File: src/rtl/fetch_sequencer_pkg.sv
// Shared constants and state encoding for the instruction-fetch sequencer.
package fetch_sequencer_pkg;

    localparam int unsigned DEF_ADDR_SIZE = 32;
    localparam int unsigned DEF_WORD_LEN  = 32;
    localparam logic [31:0] DEF_RESET_PC  = 32'h8000_0000;

    // FETCH: idle, WAIT: response wanted, DRAIN: response stale
    typedef enum logic [1:0] {
        S_FETCH = 2'd0,
        S_WAIT  = 2'd1,
        S_DRAIN = 2'd2
    } fetch_state_t;

endpackage

File: src/rtl/fetch_sequencer_if.sv
// Instruction-memory request/response port plus the decode-side valid/ready output.
interface fetch_sequencer_if
    import fetch_sequencer_pkg::*;
#(
    parameter int unsigned ADDR_SIZE = DEF_ADDR_SIZE,
    parameter int unsigned WORD_LEN  = DEF_WORD_LEN
);
    logic                 imem_req_valid;
    logic [ADDR_SIZE-1:0] imem_req_addr;
    logic                 imem_req_ready;
    logic                 imem_rsp_valid;
    logic [WORD_LEN-1:0]  imem_rsp_data;
    logic                 inst_valid;
    logic [WORD_LEN-1:0]  inst_data;
    logic [ADDR_SIZE-1:0] inst_pc;
    logic                 inst_ready;

    // Fetch side: issues requests, presents instructions
    modport master (
        output imem_req_valid, imem_req_addr,
        input  imem_req_ready, imem_rsp_valid, imem_rsp_data,
        output inst_valid, inst_data, inst_pc,
        input  inst_ready
    );

    // Environment side: memory and decode
    modport slave (
        input  imem_req_valid, imem_req_addr,
        output imem_req_ready, imem_rsp_valid, imem_rsp_data,
        input  inst_valid, inst_data, inst_pc,
        output inst_ready
    );

endinterface

File: src/rtl/fetch_sequencer_out_buf.sv
// One-entry valid/ready output register holding a fetched instruction and its PC.
module fetch_out_buf
    import fetch_sequencer_pkg::*;
#(
    parameter int unsigned ADDR_SIZE = DEF_ADDR_SIZE,
    parameter int unsigned WORD_LEN  = DEF_WORD_LEN
) (
    input  logic                 clk,
    input  logic                 reset_n,
    input  logic                 clear,
    input  logic                 load,
    input  logic [WORD_LEN-1:0]  load_data,
    input  logic [ADDR_SIZE-1:0] load_pc,
    input  logic                 ready,
    output logic                 valid,
    output logic [WORD_LEN-1:0]  data,
    output logic [ADDR_SIZE-1:0] pc
);

    // Clear beats load, load beats consumption
    always_ff @(posedge clk or negedge reset_n) begin
        if (!reset_n) begin
            valid <= 1'b0;
            data  <= '0;
            pc    <= '0;
        end else if (clear) begin
            valid <= 1'b0;
        end else if (load) begin
            valid <= 1'b1;
            data  <= load_data;
            pc    <= load_pc;
        end else if (valid && ready) begin
            valid <= 1'b0;
        end
    end

endmodule

File: src/rtl/fetch_sequencer.sv
// Instruction-fetch controller: owns the PC, issues one fetch at a time,
// applies redirects and drops responses made stale by them.
module fetch_sequencer
    import fetch_sequencer_pkg::*;
#(
    parameter int unsigned          ADDR_SIZE = DEF_ADDR_SIZE,
    parameter int unsigned          WORD_LEN  = DEF_WORD_LEN,
    parameter logic [ADDR_SIZE-1:0] RESET_PC  = DEF_RESET_PC
) (
    input  logic                 clk,
    input  logic                 reset_n,
    input  logic                 stall_i,
    input  logic                 redirect_valid,
    input  logic [ADDR_SIZE-1:0] redirect_target,
    output logic                 flush_o,
    fetch_sequencer_if.master    bus
);

    localparam logic [ADDR_SIZE-1:0] ALIGN_MASK = {{(ADDR_SIZE-2){1'b1}}, 2'b00};

    fetch_state_t         state;
    logic [ADDR_SIZE-1:0] pc;
    logic [ADDR_SIZE-1:0] req_pc;
    logic                 issue;
    logic                 capture;

    // Issue only when idle, unblocked, and the output slot is free or draining;
    // gated by reset so no request shows while reset is held.
    always_comb begin
        issue   = reset_n && (state == S_FETCH) && !stall_i && !redirect_valid
                  && (!bus.inst_valid || bus.inst_ready);
        capture = (state == S_WAIT) && bus.imem_rsp_valid && !redirect_valid;
    end

    assign bus.imem_req_valid = issue;
    assign bus.imem_req_addr  = pc;

    // Fetch FSM, PC and flush pulse; redirect takes priority in every state
    always_ff @(posedge clk or negedge reset_n) begin
        if (!reset_n) begin
            state   <= S_FETCH;
            pc      <= RESET_PC;
            req_pc  <= RESET_PC;
            flush_o <= 1'b0;
        end else begin
            flush_o <= redirect_valid;
            if (redirect_valid) begin
                pc <= redirect_target & ALIGN_MASK;
                // An outstanding fetch without its response yet must be drained
                unique case (state)
                    S_WAIT, S_DRAIN: state <= bus.imem_rsp_valid ? S_FETCH : S_DRAIN;
                    default:         state <= S_FETCH;
                endcase
            end else begin
                unique case (state)
                    S_FETCH: begin
                        if (issue && bus.imem_req_ready) begin
                            req_pc <= pc;
                            pc     <= pc + ADDR_SIZE'(4);
                            state  <= S_WAIT;
                        end
                    end
                    S_WAIT, S_DRAIN: begin
                        if (bus.imem_rsp_valid) state <= S_FETCH;
                    end
                    default: state <= S_FETCH;
                endcase
            end
        end
    end

    fetch_out_buf #(
        .ADDR_SIZE (ADDR_SIZE),
        .WORD_LEN  (WORD_LEN)
    ) u_out_buf (
        .clk       (clk),
        .reset_n   (reset_n),
        .clear     (redirect_valid),
        .load      (capture),
        .load_data (bus.imem_rsp_data),
        .load_pc   (req_pc),
        .ready     (bus.inst_ready),
        .valid     (bus.inst_valid),
        .data      (bus.inst_data),
        .pc        (bus.inst_pc)
    );

endmodule

File: src/flat_wrapper.sv
// flat-port wrapper written by rule: the top's interface ports become plain ports
module fetch_sequencer_flat import fetch_sequencer_pkg::*;
#(
    parameter int unsigned          ADDR_SIZE = DEF_ADDR_SIZE,
    parameter int unsigned          WORD_LEN  = DEF_WORD_LEN,
    parameter logic [ADDR_SIZE-1:0] RESET_PC  = DEF_RESET_PC
)
  (clk, reset_n, stall_i, redirect_valid, redirect_target, flush_o, bus_imem_req_valid, bus_imem_req_addr, bus_imem_req_ready, bus_imem_rsp_valid, bus_imem_rsp_data, bus_inst_valid, bus_inst_data, bus_inst_pc, bus_inst_ready);
  fetch_sequencer_if #(.ADDR_SIZE(ADDR_SIZE), .WORD_LEN(WORD_LEN)) bus_i ();
  input  logic clk;
  input  logic reset_n;
  input  logic stall_i;
  input  logic redirect_valid;
  input  logic [ADDR_SIZE-1:0] redirect_target;
  output logic flush_o;
  output wire logic [$bits(bus_i.imem_req_valid)-1:0] bus_imem_req_valid;
  output wire logic [$bits(bus_i.imem_req_addr)-1:0] bus_imem_req_addr;
  input wire logic [$bits(bus_i.imem_req_ready)-1:0] bus_imem_req_ready;
  input wire logic [$bits(bus_i.imem_rsp_valid)-1:0] bus_imem_rsp_valid;
  input wire logic [$bits(bus_i.imem_rsp_data)-1:0] bus_imem_rsp_data;
  output wire logic [$bits(bus_i.inst_valid)-1:0] bus_inst_valid;
  output wire logic [$bits(bus_i.inst_data)-1:0] bus_inst_data;
  output wire logic [$bits(bus_i.inst_pc)-1:0] bus_inst_pc;
  input wire logic [$bits(bus_i.inst_ready)-1:0] bus_inst_ready;
  assign bus_imem_req_valid = bus_i.imem_req_valid;
  assign bus_imem_req_addr = bus_i.imem_req_addr;
  assign bus_i.imem_req_ready = bus_imem_req_ready;
  assign bus_i.imem_rsp_valid = bus_imem_rsp_valid;
  assign bus_i.imem_rsp_data = bus_imem_rsp_data;
  assign bus_inst_valid = bus_i.inst_valid;
  assign bus_inst_data = bus_i.inst_data;
  assign bus_inst_pc = bus_i.inst_pc;
  assign bus_i.inst_ready = bus_inst_ready;
  fetch_sequencer #(.ADDR_SIZE(ADDR_SIZE), .WORD_LEN(WORD_LEN), .RESET_PC(RESET_PC)) u_core (.clk(clk), .reset_n(reset_n), .stall_i(stall_i), .redirect_valid(redirect_valid), .redirect_target(redirect_target), .flush_o(flush_o), .bus(bus_i));
endmodule
File: config.mk
export PLATFORM = sky130hd
export DESIGN_NAME = fetch_sequencer_flat
export DESIGN_NICKNAME = d
export VERILOG_FILES = /design/src/rtl/fetch_sequencer_pkg.sv /design/src/rtl/fetch_sequencer_if.sv /design/src/rtl/fetch_sequencer_out_buf.sv /design/src/rtl/fetch_sequencer.sv /design/src/flat_wrapper.sv
export SDC_FILE = /design/constraint.sdc
export NUM_CORES = 1
export LEC_CHECK = 0
export ABC_CLOCK_PERIOD_IN_PS = 2500
export CORE_MARGIN = 2
export CORE_UTILIZATION = 35
export CTS_CLUSTER_DIAMETER = 30
export DETAILED_ROUTE_END_ITERATION = 16
export GPL_ROUTABILITY_DRIVEN = 0
export MAX_ROUTING_LAYER = met4
export SLEW_MARGIN = 20
export SYNTH_ARGS = -nofsm -noshare
export SYNTH_HDL_FRONTEND = slang
export SYNTH_SLANG_ARGS = --single-unit
File: constraint.sdc
create_clock -name clk -period 2.5 [get_ports clk]
set_input_delay 0.375 -clock clk [delete_from_list [all_inputs] [get_ports clk]]
set_output_delay 0.375 -clock clk [all_outputs]
set_load 0.02 [all_outputs]
Word-level counts from Yosys, hierarchy flattened
Index checks and enable logic that the tools add are counted.
Cells by class
  reductions and logical operators: 21
  order comparisons: 0
  bitwise operators: 1
  add/sub/neg operators: 1
  equality and inequality tests: 4
  div/mod/pow operators: 0
  shift-type cells: 0
  muxes and demuxes: 12
  multiply operators: 0
Operators by type and width (count)
  32-bit 2-to-1 mux: 3
  32-bit by 3-bit adder with 32-bit output, second input constant: 1
  2-bit 2-to-1 mux: 5
  1-bit logical AND: 8
  3-bit inequality test, second input constant: 2
  2-bit AND reduction: 3
  2-bit one-hot mux with 2 select lines: 1
  2-bit nonzero test: 2
  1-bit zero test: 3
  1-bit 2-to-1 mux: 3
  3-bit AND reduction: 1
  3-bit nonzero test: 1
  2-bit by 1-bit == test with 1-bit output, second input constant: 1
  2-bit == test, second input constant: 1
  2-bit zero test: 1
  2-bit OR reduction: 1
  1-bit logical OR: 1
  1-bit inverter: 1
Storage, ports and cells
  ROM bits: 0
  memories: 0
  bits in latches: 0
  bits of input ports: 71
  bits in registers: 132
  RAM bits: 0
  logic and storage cells: 46

Logic depth before layout (Yosys ltp)
  depth after elaboration: 9
  mapped depth: 9
  mapped depth without buffers: 7

Hierarchy
Synthesis repeated with hierarchy kept, for this count alone.
Unflattened totals
  cells, all modules: 487
  area total of the unflattened synthesis: 5836.8 um^2
Modules (own cells, without submodules)
  fetch_sequencer: area an instance 3095.5 um^2, sequential area each 1579.0 um^2, cells an instance 347, times used 1
  fetch_out_buf: area an instance 2741.4 um^2, sequential area each 1626.6 um^2, cells an instance 140, times used 1

Worst setup path after synthesis
Ideal clock, no wire load.
  kind: register to register
  start: reg u_core.pc[2] (netlist: u_core.bus.imem_req_addr[2])
  end: reg u_core.pc[26] (netlist: u_core.bus.imem_req_addr[26])
  arrival time: 1.850 ns
  cell stages (with the launch flop): 7
  setup time: 0.069 ns
  setup slack: 0.581 ns
  path through: dfrtp_1 ha_1 nand3_2 nor4_4 nand4_1 or3_1 nand3_1
On the way
  word-level cells in the longest chain between the ends: 4
Ends and longest elaborated chain
  from (decl): line fetch_sequencer.sv:22  | logic [ADDR_SIZE-1:0] pc;
  from (signal assigned): line fetch_sequencer.sv:48  | pc <= redirect_target & ALIGN_MASK;
  from (signal assigned): line fetch_sequencer.sv:59  | pc <= pc + ADDR_SIZE'(4);
  32-bit by 3-bit adder with 32-bit output: line fetch_sequencer.sv:59
  32-bit 2-to-1 mux: line fetch_sequencer.sv:57  | if (issue && bus.imem_req_ready) begin
  32-bit 2-to-1 mux: line fetch_sequencer.sv:55  | unique case (state)
  32-bit 2-to-1 mux: line fetch_sequencer.sv:47  | if (redirect_valid) begin
No other way between the ends. The select of a mux whose other input is x is not followed.
A chain may end at the register's enable or synchronous reset.

Worst setup path in the final report
  start: reg u_core.state[0]
  end: reg u_core.pc[29] (netlist: u_core.bus.imem_req_addr[29])
On the way
  word-level cells in the longest chain between the ends: 8
  elaborated cells between the ends (all ways): 9
  those cells by class: reduce/logical: 9
Ends and longest elaborated chain
  from (decl): line fetch_sequencer.sv:21  | fetch_state_t state;
  from (signal assigned): line fetch_sequencer.sv:51  | S_WAIT, S_DRAIN: state <= bus.imem_rsp_valid ? S_FETCH : S_DRAIN;
  2-bit zero test (*): line fetch_sequencer.sv:30, fetch_sequencer.sv:55
  1-bit logical AND (3 in a row): line fetch_sequencer.sv:30  | issue = reset_n && (state == S_FETCH) && !stall_i && !redirect_valid
  1-bit logical AND: line fetch_sequencer.sv:31  | && (!bus.inst_valid || bus.inst_ready);
  1-bit logical AND: line fetch_sequencer.sv:57
  2-bit nonzero test (no line)
  2-bit AND reduction (no line) (*)
Every way passes the cells marked *; elsewhere a longest branch is shown, timed or not.

==> key figures <==
Power and ir drop
  • Leak: 0.00361 µW
  • Reg power frac: 38.8%
  • Clock Power Share: 35.7%
  • Internal: 5280 µW
  • Net Switching: 2070 µW
  • Worst VDD drop: 453 µV
  • Sw Share: 28.1%
  • Combinational share of power: 25.6%
  • Pwr/cell area: 923 mW/mm²

Clocking
  • Clock root cell: clkbuf_16
  • Maximum clock path buffer count: 2
  • CTS sink cnt: 126
  • CTS Buf Count: 17
  • Clock-pin transition on the worst setup and hold timing paths: 0.06 ns
  • Clk Latency, worst-skew pair: 0.41 ns
  • H-tree depth: 4
  • CTS tree: built

Synth
  • Synth Area per Inst: 11.2 µm²
  • Syn. warnings: 0
  • Distinct cell type count of the synthesized netlist: 50
  • Synthesized instance count: 487
  • EDFF count, synth: 0
  • Synthesized cell area: 0.00546 mm²
  • Top cell type by total area after synthesis: dfrtp_1
  • Sequential area share after synthesis: 57.8%
  • Async set-reset flop share out of synthesis: 100%
  • Top cell type's share of synthesized area: 56.9%
  • #FFs+latches synth: 126
  • Synth area leaders: dfrtp_1 (57%), mux2_2 (13%), nand2_1 (8.0%)
  • Most used flip-flop cell after synthesis: dfrtp_1

Cells and area
  • Finished Layout Cells: 857
  • Register area: 0.00316 mm²
  • Most common cell after layout, fill and taps aside: clkdlybuf4s50_1
  • Antenna cell count: 0
  • FILL cells: 1329
  • Share of cells above drive strength 1: 17.8%
  • Leading cell types in the layout, fill and taps excluded: clkdlybuf4s50_1 (160), dfrtp_1 (124), nand2_1 (117), mux2_2 (61), o21ai_0 (24)
  • Cell area after layout: 0.00796 mm²
  • Nets: 730
  • Multi-input logic area: 0.00217 mm²
  • Area Overhead vs Synth: 45.9%

Drt
  • First drt pass iteration count: 5
  • DRC Markers: 0
  • Via count: 4240
  • Routed WL per cell: 15.9 µm
  • Antenna-violating nets left: 0
  • DR iter-0 viols: 227
  • Post-DR vias/cell: 4.95
  • Final Routed Wirelength: 13600 µm

Worst setup path
  • CP Class: flop to flop
  • FF-to-FF setup slack: 0.37 ns
  • Reg2reg path depth: 7
  • Critical path startpoint category: flop
  • Worst setup EP type: flop
  • Worst EP arrival: 2.41 ns
  • Critical Path RT: 2.78 ns
  • RR Startpoint: u_core.state[0]
  • Worst R2R End: u_core.bus.imem_req_addr[29]
  • Crit Path Max Fanout: 15

Global route
  • GRT Total Usage: 17.8%
  • First-pass GRT wire length: 22200 µm
  • Antenna violations before repair: 0
  • Number of global-route vias before repair: 4302
  • Total congestion overflow: 0
  • Pin count of the biggest net entering global routing: 80

STA
  • TNS Setup: 0 ns
  • Unrepaired setup endpoints after global routing: no
  • Final worst path period need: 2.13 ns
  • Final Hold Fails: 0
  • Fmax: 471 MHz
  • Fin. max-slew vios: 0
  • Worst Tran Pin Value: 0.709 ns
  • Period utilisation layout: 85.0%
  • Worst slew margin: 52.7%
  • Fin Clk Skew: 0.00756 ns
  • Setup-failing EPs final: 0

Floorplan
  • Width of the die: 129 µm
  • Starting Density: 35.9%
  • Die Y: 129 µm
  • Die area: 0.0166 mm²
  • Rows: 45
  • Ports: 170
  • Core Region: 0.0152 mm²

Hold path
  • HP Class: input pin to asynchronous set/reset pin

Placement
  • Dpl cells: 825
  • HPWL after DPL: 9450 µm
  • PortBufs: 163
  • Dpl cell area: 0.00732 mm²

Outcome
  • Status: finished clean

Flow run
  • # Max-Cap Violations: 0
stage by stage:
stage | hold WS [ns] | utilization, % | total power, µW | setup WS, ns
6_report | 0.0961 | 52.4 | 7350 | 0.375
5_1_grt | 0.155 | 52.4 | 7730 | 0.189
4_1_cts | 0.243 | 52.3 | 7440 | 0.0324
3_5_place_dp | 0.461 | 48.2 | 4790 | 0.194
3_3_place_gp | 0.445 | 48.2 | 4740 | 0.197
2_1_floorplan | 0.0794 | - | 3770 | 0.581
worst max-delay path, cell delays in order, from the launching register on:
cell and delay, ns:
dfrtp_1 0.38, inv_1 0.08, ha_1 0.19, and4bb_2 0.26, and3_2 0.43, nand3_2 0.18
nand3b_1 0.12, or3b_1 0.34
logic make-up after synthesis:
logic type / count (synthesis) / share of synthesized area (%)
AND/OR/NAND/NOR: 201 / 18.1
adder cells (fa/ha/maj): 3 / 0.688
XOR/XNOR: 11 / 1.77
other: 1 / 0.0687
flip-flops: 126 / 57.8
AO/OA/AOI/OAI: 50 / 5.78
buffers and inverters: 32 / 2.77
multiplexers: 63 / 13.0
state kept, by name (all words and copies together) (netlist names):
| signal | count |
|---|---|
| u_core.flush_o | 1 |
| u_core.u_out_buf.pc | 30 |
| u_core.u_out_buf.data | 32 |
| u_core.u_out_buf.valid | 1 |
| u_core.state | 2 |
| u_core.bus.imem_req_addr | 30 |
| u_core.req_pc | 30 |
synthesized netlist by cell type, types with 4 or more instances:
| library cell | instances |
|---|---|
| buf_2 | 10 |
| xor2_1 | 9 |
| nor3_1 | 4 |
| nand2_1 | 117 |
| mux2_2 | 61 |
| or3_1 | 4 |
| buf_4 | 5 |
| and2_1 | 5 |
| inv_1 | 6 |
| nor2b_1 | 5 |
| a22oi_1 | 4 |
| nand4_1 | 11 |
| clkbuf_1 | 11 |
| nand3b_1 | 4 |
| nand3_1 | 13 |
| nand3_2 | 4 |
| dfrtp_1 | 124 |
| o21ai_0 | 24 |
| nor2_1 | 18 |
metal layers:
layer / track usage [%] / up-vias / part of all wire (%) / wire (µm)
li1: - / 2018 / - / -
met1: 22.8 / 2055 / 46 / 6280
met2: 27.6 / 149 / 47 / 6380
met3: 4.41 / 18 / 6.0 / 822
met4: 6.14 / 0 / 1.2 / 164
met5: - / - / 0 / 0
how the worst max path moves through the flow:
stage                                           start                            to  slack (ns)  depth (start not counted)
final                                 u_core.state[0]  u_core.bus.imem_req_addr[29]        0.37                          7
after floorplan           u_core.bus.imem_req_addr[2]  u_core.bus.imem_req_addr[26]        0.58                          6
after global placement                        stall_i  u_core.bus.imem_req_addr[29]        0.20                          6
after detailed placement                      stall_i  u_core.bus.imem_req_addr[29]        0.19                          6
after CTS                             u_core.state[0]            bus_imem_req_valid        0.03                          5
after global routing                  u_core.state[0]  u_core.bus.imem_req_addr[24]        0.19                          8
power by group through the flow:
stage / sequential, µW / combinational [µW] / clock (µW)
floorplan: 3250 / 516 / 0
global placement: 2860 / 1880 / 0
CTS: 2850 / 1910 / 2680
finish: 2850 / 1880 / 2620
global route: 2920 / 2030 / 2780
detailed placement: 2890 / 1900 / 0
timing repair:
item | CTS | global route
setup endpoints to repair | 0 | 1
resized for setup | 0 | 1
hold buffers | 0 | 0
setup buffers | 0 | 0
layout make-up:
class,count,share of cell area (%)
inverter,6,0.283
multi-input combinational,332,27.2
clock buffer,22,5.96
timing repair buffer,173,21.9
clock inverter,10,2.01
sequential,126,39.6
tap,188,2.95
No activity file was read; power rests on OpenSTA's default activity.
